### src/rtl/ratio_width_fifo.sv
// ratio_width_fifo
// Synchronous FIFO whose write and read ports have different widths related
// by an integer ratio. Storage is kept in G-bit units, G = min(W_IN, W_OUT).
// A push writes UI = W_IN/G units and a pop removes UO = W_OUT/G units.
// Slices are little-endian: the least-significant slice occupies the lowest
// address. Read data falls through combinationally from the read pointer.
//
// Ports:
//   clk          rising-edge clock
//   rst_n        asynchronous active-low reset
//   push         write request, accepted when !full
//   pop          read request, accepted when !empty
//   d            write data, W_IN bits
//   q            read data, W_OUT bits, valid whenever empty==0 (0 while empty)
//   full         fewer than UI free units
//   empty        fewer than UO stored units
//   almost_full  count >= AF_LEVEL
//   almost_empty count <= AE_LEVEL
//   count        stored units, $clog2(DEPTH)+1 bits
//
// Optional build macro RATIO_WIDTH_FIFO_ERR_EN adds sticky outputs:
//   overflow     set by push while full, cleared only by reset
//   underflow    set by pop while empty, cleared only by reset
//
// Handshake: a request is accepted on a rising edge when it is high and the
// matching registered guard (full for push, empty for pop) is low at that
// edge; rejected requests change no state.
module ratio_width_fifo #(
  parameter int W_IN     = 8,
  parameter int W_OUT    = 4,
  parameter int DEPTH    = 128,
  parameter int AF_LEVEL = DEPTH - 16,
  parameter int AE_LEVEL = 4
) (
  input  logic                       clk,
  input  logic                       rst_n,
  input  logic                       push,
  input  logic                       pop,
  input  logic [W_IN-1:0]            d,
  output logic [W_OUT-1:0]           q,
  output logic                       full,
  output logic                       empty,
  output logic                       almost_full,
  output logic                       almost_empty,
  output logic [$clog2(DEPTH):0]     count
`ifdef RATIO_WIDTH_FIFO_ERR_EN
  ,
  output logic                       overflow,
  output logic                       underflow
`endif
);

  localparam int G  = (W_IN < W_OUT) ? W_IN : W_OUT;
  localparam int UI = W_IN / G;
  localparam int UO = W_OUT / G;
  localparam int PW = $clog2(DEPTH);
  localparam int CW = PW + 1;

  logic [G-1:0]  mem_q [DEPTH];
  logic [PW-1:0] wr_ptr_q, wr_ptr_d;
  logic [PW-1:0] rd_ptr_q, rd_ptr_d;
  logic [CW-1:0] count_q, count_d;
  logic          full_q, full_d;
  logic          empty_q, empty_d;
  logic          af_q, af_d;
  logic          ae_q, ae_d;
  logic          push_ok, pop_ok;
  logic [W_OUT-1:0] rd_word;

  // Guards use pre-edge flags only, so a same-cycle pop never makes room
  // for a push and a same-cycle push never makes data available to a pop.
  assign push_ok = push & ~full_q;
  assign pop_ok  = pop & ~empty_q;

  always_comb begin
    wr_ptr_d = wr_ptr_q;
    rd_ptr_d = rd_ptr_q;
    count_d  = count_q;
    if (push_ok) begin
      wr_ptr_d = wr_ptr_q + PW'(UI);
    end
    if (pop_ok) begin
      rd_ptr_d = rd_ptr_q + PW'(UO);
    end
    // Unsigned wrap in the intermediate sum is harmless: a pop is only
    // accepted when at least UO units are stored.
    count_d = count_q + (push_ok ? CW'(UI) : '0) - (pop_ok ? CW'(UO) : '0);
    // Flags are computed from the next count so they update on the same
    // edge as the pointers.
    full_d  = (CW'(DEPTH) - count_d) < CW'(UI);
    empty_d = count_d < CW'(UO);
    af_d    = count_d >= CW'(AF_LEVEL);
    ae_d    = count_d <= CW'(AE_LEVEL);
  end

  always_ff @(posedge clk or negedge rst_n) begin
    if (!rst_n) begin
      wr_ptr_q <= '0;
      rd_ptr_q <= '0;
      count_q  <= '0;
      full_q   <= 1'b0;
      empty_q  <= 1'b1;
      af_q     <= 1'b0;
      ae_q     <= 1'b1;
    end else begin
      wr_ptr_q <= wr_ptr_d;
      rd_ptr_q <= rd_ptr_d;
      count_q  <= count_d;
      full_q   <= full_d;
      empty_q  <= empty_d;
      af_q     <= af_d;
      ae_q     <= ae_d;
    end
  end

  // Storage is not reset; its contents are meaningless until written.
  always_ff @(posedge clk) begin
    if (push_ok) begin
      for (int k = 0; k < UI; k++) begin
        mem_q[wr_ptr_q + PW'(k)] <= d[G*k +: G];
      end
    end
  end

  for (genvar k = 0; k < UO; k++) begin : g_rd
    assign rd_word[G*k +: G] = mem_q[rd_ptr_q + PW'(k)];
  end

  // Forcing q to zero while empty gives a defined reset value and keeps q
  // steady across ignored pops.
  assign q            = empty_q ? '0 : rd_word;
  assign full         = full_q;
  assign empty        = empty_q;
  assign almost_full  = af_q;
  assign almost_empty = ae_q;
  assign count        = count_q;

`ifdef RATIO_WIDTH_FIFO_ERR_EN
  logic ovf_q, udf_q;

  always_ff @(posedge clk or negedge rst_n) begin
    if (!rst_n) begin
      ovf_q <= 1'b0;
      udf_q <= 1'b0;
    end else begin
      ovf_q <= ovf_q | (push & full_q);
      udf_q <= udf_q | (pop & empty_q);
    end
  end

  assign overflow  = ovf_q;
  assign underflow = udf_q;
`endif

endmodule

### config.mk
export PLATFORM = sky130hd
export DESIGN_NAME = ratio_width_fifo
export DESIGN_NICKNAME = d
export VERILOG_FILES = /design/src/rtl/ratio_width_fifo.sv
export SDC_FILE = /design/constraint.sdc
export NUM_CORES = 1
export LEC_CHECK = 0
export CAP_MARGIN = 15
export CELL_PAD_IN_SITES_DETAIL_PLACEMENT = 1
export CELL_PAD_IN_SITES_GLOBAL_PLACEMENT = 1
export CORE_MARGIN = 2
export CORE_UTILIZATION = 45
export CTS_BUF_LIST = sky130_fd_sc_hd__clkbuf_8
export CTS_CLUSTER_SIZE = 30
export DETAILED_ROUTE_END_ITERATION = 7
export PLACE_DENSITY = 0.63
export SYNTH_ARGS = -nofsm -noshare
export SYNTH_HDL_FRONTEND = slang
export SYNTH_SLANG_ARGS = --single-unit
### constraint.sdc
create_clock -name clk -period 5 [get_ports clk]
set_input_delay 1.25 -clock clk [delete_from_list [all_inputs] [get_ports clk]]
set_output_delay 1.25 -clock clk [all_outputs]
set_load 0.1 [all_outputs]
Word-level counts from Yosys, hierarchy flattened
Memories as Yosys holds them, arrays and structs flattened. Index checks and enable logic that the tools add are counted.

Register bits: 26. RAM bits: 512. Output and inout bits: 16. Memories kept: 1.

Memory list: mem_q (words 128, width 4, read ports 1, clocked after Yosys merged registers in 0, wr ports 2, line 59) `logic [G-1:0] mem_q [DEPTH];`.

Add/sub/neg operators: 6. Order comparisons: 4. Mux-type cells: 5. Bitwise logic cells: 4.

Operators with widths (count): adder 7 x 1 -> 7 bit, second input constant (2); adder 8 x 2 -> 8 bit (1); greater-or-equal comparator 8 x 7 -> 1 bit, second input constant (1); <= comparator 8 x 3 -> 1 bit, second input constant (1); < comparator 8 x 1 -> 1 bit, second input constant (1); < comparator 8 x 2 -> 1 bit, second input constant (1); subtractor 8 x 1 -> 8 bit (1); subtractor 8 bit, first input constant (1); adder 7 x 2 -> 7 bit, second input constant (1); 2-to-1 mux 4 bit (1); 2-to-1 mux 1 bit (3); bitwise AND 1 bit (2); 2-to-1 mux 2 bit (1); NOT 1 bit (2).

Depth between registers and ports, before layout
Word-level depth: 7. Depth in mapped cells: 13. Gate-level depth less buffers: 12.

Worst setup path after synthesis
Ideal clock, no wire load.

Path kind: reg2out. From: reg rd_ptr_q[1]. To: out q[1]. Arrival time: 4022 ps. Setup slack: -272 ps. Stages on the path, launching flop included: 8. Buffers on the path: 2. Path through: dfrtp_1 -> buf_2 -> buf_2 -> or3b_2 -> o221ai_1 -> a211oi_1 -> a311o_1 -> a221oi_1.

Longest elaborated chain between the ends: 2.

RTL lines: start: declaration (line 61) `logic [PW-1:0] rd_ptr_q, rd_ptr_d;`; start signal: assignment (line 107) `rd_ptr_q <= rd_ptr_d;`; memory (128 x 4 bit); 2-to-1 mux 4 bit (line 131) `assign q = empty_q ? '0 : rd_word;`; end: declaration (line 40) `output logic [W_OUT-1:0] q,`.

Every way passes these cells.

Worst setup path in the final report
From: reg rd_ptr_q[1]. To: out q[0].

The elaborated chain is that of the path after synthesis.

==> results.txt <==
----------------------------------------------------
[Global routing]
  First-pass GRT wire length ... 80300 um
  Most Used Layer, Global Route ... met2
  Global-route total usage across every layer ... 22.4%
  Number of antenna violations at the first check in global routing ... 1
  Met3 track demand over resource in global routing ... 3.12%
  GR Util met1 ... 31.1%
  Remaining global-route overflow ... 0
  Routing usage on met2 ... 36.4%
  Number of global-route vias before repair ... 11875
  Maximum number of pins on one net before global-route repair ... 55

[Clocking]
  Clock tree root driver cell ... sky130_fd_sc_hd__clkbuf_8
  Clock Sink Count ... 537
  TritonCTS clock tree ... built
  Hold buffer count at CTS ... 0
  Number of buffers created by CTS ... 88
  Clock transition time at the flip-flop clock pins of the worst setup and hold paths ... 0.06 ns
  H-tree depth ... 3
  Buffers from clock root to sink, at most ... 3
  Insertion delay to the later sink of the worst-skew pair ... 0.67 ns

[Floorplanning]
  Number of core rows ... 80
  Area of the die ... 49500 sq um
  Initial core utilization ... 45.2%
  Die width ... 222 um
  Area inside the core boundary ... 47400 sq um
  Top-level port count ... 28
  Height of the chip ... 222 um

[STA]
  Clock period minus worst slack ... 4.90 ns
  Final Cycle Share ... 97.9%
  Final sum of negative setup slack ... 0 ns
  Unrepaired setup endpoints after global routing ... false
  Worst clock skew on the final layout ... 0.0341 ns
  Achievable Freq ... 204 MHz
  Number of hold-slack violations in the final timing report ... 0
  Rel. slew slack ... 23.1%
  Slew of the pin with the lowest slew margin ... 1.15 ns
  Number of setup violations in the final report ... 0
  Number of max-slew violations in the final report ... 0
  Setup slack after layout ... 0.103 ns

[Synthesis]
  Area fraction of the dominant cell type after synthesis ... 71.6%
  Post-Syn Nets ... 1145
  Total standard cell area after synthesis ... 21500 sq um
  Most common cell in the synthesized netlist ... sky130_fd_sc_hd__edfxtp_1
  Post-synthesis async set-or-reset flop share ... 4.66%
  Post-synthesis sequential area ratio ... 74.6%
  Flip-flop and latch count after synthesis ... 537
  Most common library cells after synthesis ... 512 x sky130_fd_sc_hd__edfxtp_1, 93 x sky130_fd_sc_hd__mux4_2, 83 x sky130_fd_sc_hd__nor2_1
  Post-Synthesis Cells ... 1118
  Most instantiated flip-flop cell in the synthesis netlist ... sky130_fd_sc_hd__edfxtp_1
  Average footprint of a synthesized cell ... 19.2 sq um
  Count of warnings emitted by yosys ... 0
  Top post-synthesis cells by area ... sky130_fd_sc_hd__edfxtp_1 72%, sky130_fd_sc_hd__mux4_2 9.8%, sky130_fd_sc_hd__dfrtp_1 2.7%
  Post-synth EDFFs ... 512
  Post-synthesis cell type with the largest combined area ... sky130_fd_sc_hd__edfxtp_1
  Number of unique standard cell types used by synthesis ... 59

[Route]
  First drt pass iteration count ... 4
  DR vias/cell ... 5.81
  Final routed DRC violation total ... 0
  Routed WL ... 53600 um
  Number of vias in the routed layout ... 11046
  Starting DRT DRC Count ... 911
  Post-detailed-route count of antenna-violating nets ... 0
  Average routed wire per standard cell ... 28.2 um

[Worst setup path]
  Number of cell instances on the worst register-to-register path ... 12
  Crit. End Element ... primary output
  Launching element type of the critical path ... register
  Worst reg2reg path startpoint ... empty
  Worst Path Class, Setup ... reg -> out
  Critical path required time ... 3.75 ns
  R2r endpoint ... empty
  Critical path fanouts, max ... 14
  R2R setup slack ... 1.79 ns
  Worst path arrival time ... 3.65 ns

[Pwr]
  Sw Pwr ... 5.30 mW
  Total design power ... 14.4 mW
  Pwr/cell area ... 594 nW/um^2
  Part of the total power dissipated in the clock network ... 24.5%
  Maximum vdd drop ... 0.409 mV
  Leak Pwr ... 8.00 nW
  Combinational Power Share ... 37.1%
  Sequential Power Share ... 38.4%
  Net switching fraction of the power ... 36.8%
  Internal power of the cells ... 9.10 mW

[Run]
  MaxCap Viol Count ... 0

[Worst hold path]
  Terminating pin of the worst hold path ... wr_ptr_q[2]
  Class of the most critical hold timing path ... reg -> reg
  Worst hold path cell count ... 2
  Worst min-delay path startpoint ... wr_ptr_q[2]

[Place]
  # port buffers ... 27
  Routability congestion estimate from global placement ... 0.759
  Estimated wirelength of the detail-placed design ... 32600 um
  Worst Setup Slack post-DPL ... 0.490 ns

[Finish]
  Share of final-layout standard cells stronger than drive strength 1 ... 23.0%
  Post-layout net count ... 1250
  # diodes ... 0
  Area growth from synthesis to layout ... 13.0%

[Status]
  Result of the run ... complete, no violations

----------------------------------------------------
[cell families (layout without fill, tap and decap cells)]
group / count (synthesis) / count (layout) / synth area share (%)
xor+xnor: 15 / 15 / 0.612
compound gates: 113 / 113 / 3.76
fa+ha+maj: 15 / 15 / 0.909
buf+inv: 80 / 247 / 2.02
simple gates: 187 / 187 / 4.09
flops: 537 / 537 / 74.6
mux: 171 / 171 / 14.0
[worst max-delay path: stages, from the launching register on]
cell and delay (ns):
sky130_fd_sc_hd__dfrtp_4 0.62, sky130_fd_sc_hd__buf_4 0.29, sky130_fd_sc_hd__mux4_2 0.34, sky130_fd_sc_hd__mux2i_1 0.26, sky130_fd_sc_hd__nor2_1 0.11, sky130_fd_sc_hd__or4_1 0.54
sky130_fd_sc_hd__a311oi_1 0.50, sky130_fd_sc_hd__a211oi_2 0.14, sky130_fd_sc_hd__buf_12 0.20
[registers in the layout, summed over array words and instances, names as in the netlist]
signal,count
mem_q,512
full,1
rd_ptr_q,7
empty,1
almost_empty,1
wr_ptr_q,6
almost_full,1
count,8
[power by group through the flow]
stage	combinational, mW	clock (mW)	sequential [mW]
2_1_floorplan	3.39	0	5.68
3_3_place_gp	5.08	0	5.69
3_5_place_dp	5.16	0	5.69
4_1_cts	5.39	3.61	5.52
5_1_grt	5.66	3.80	5.54
6_report	5.34	3.53	5.53
[cells in the final DEF, fill, tap and decap left out, types with 5 or more instances in the layout]
master	synthesis	routed
sky130_fd_sc_hd__edfxtp_1	512	512
sky130_fd_sc_hd__mux4_2	93	93
sky130_fd_sc_hd__clkbuf_8	0	92
sky130_fd_sc_hd__nor2_1	83	83
sky130_fd_sc_hd__inv_1	18	51
sky130_fd_sc_hd__mux2i_1	50	50
sky130_fd_sc_hd__buf_4	10	41
sky130_fd_sc_hd__nand2_1	30	30
sky130_fd_sc_hd__o22ai_1	26	26
sky130_fd_sc_hd__mux2_2	21	21
sky130_fd_sc_hd__dfrtp_1	23	18
sky130_fd_sc_hd__clkinv_1	1	15
sky130_fd_sc_hd__a211oi_1	17	15
sky130_fd_sc_hd__clkdlybuf4s50_1	0	15
sky130_fd_sc_hd__o21ai_0	14	14
sky130_fd_sc_hd__nor2b_1	14	14
sky130_fd_sc_hd__ha_1	14	14
sky130_fd_sc_hd__nor3_1	12	12
sky130_fd_sc_hd__nand2b_1	11	11
sky130_fd_sc_hd__nand3_1	12	11
sky130_fd_sc_hd__xor2_1	9	9
sky130_fd_sc_hd__a22oi_1	8	8
sky130_fd_sc_hd__buf_2	15	8
sky130_fd_sc_hd__o221ai_1	7	7
sky130_fd_sc_hd__mux4_1	7	7
sky130_fd_sc_hd__nand4_1	6	6
sky130_fd_sc_hd__xnor2_1	6	6
sky130_fd_sc_hd__clkinv_2	0	6
sky130_fd_sc_hd__buf_12	1	6
sky130_fd_sc_hd__a21o_1	5	5
sky130_fd_sc_hd__a21oi_1	5	5
[worst max-delay path by stage]
stage                     start  endpoint
floorplan           rd_ptr_q[0]      q[1]
global placement    rd_ptr_q[0]      q[3]
detailed placement  rd_ptr_q[0]      q[3]
CTS                 rd_ptr_q[2]      q[2]
global route        rd_ptr_q[1]      q[0]
finish              rd_ptr_q[1]      q[0]
[metal layers]
metal	vias up	wire (um)
li1	4763	-
met1	5898	23500
met2	293	26300
met3	92	2400
met4	0	1490
met5	-	0
[through the flow]
stage / util [%] / instance area, sq um / hold slack [ns] / std cells
final: 51.1 / 24300 / 0.672 / 1900
after global routing: 51.1 / 24300 / 0.705 / 1900
after CTS: 51.1 / 24200 / 0.675 / 1899
after detailed placement: 47.5 / 22500 / 0.663 / 1741
after global placement: 47.4 / 22500 / 0.637 / 1740
after floorplan: - / 21500 / 0.554 / 1118
[cell type report]
type,instances,area [sq um]
clock buffers,92,1270
well taps,615,769
flip-flops and latches,537,16000
multi-input cells,501,5050
repair buffers,76,754
inverters,19,71.3
fillers,4359,23200
clock inverters,60,327
[repair_timing]
action,4_1_cts,5_1_grt
setup buffers,6,0
resized for setup,3,2
gates cloned,0,0
endpoints found under the hold margin,0,0
endpoints found under the setup margin,4,2
No activity file was read; power rests on OpenSTA's default activity.
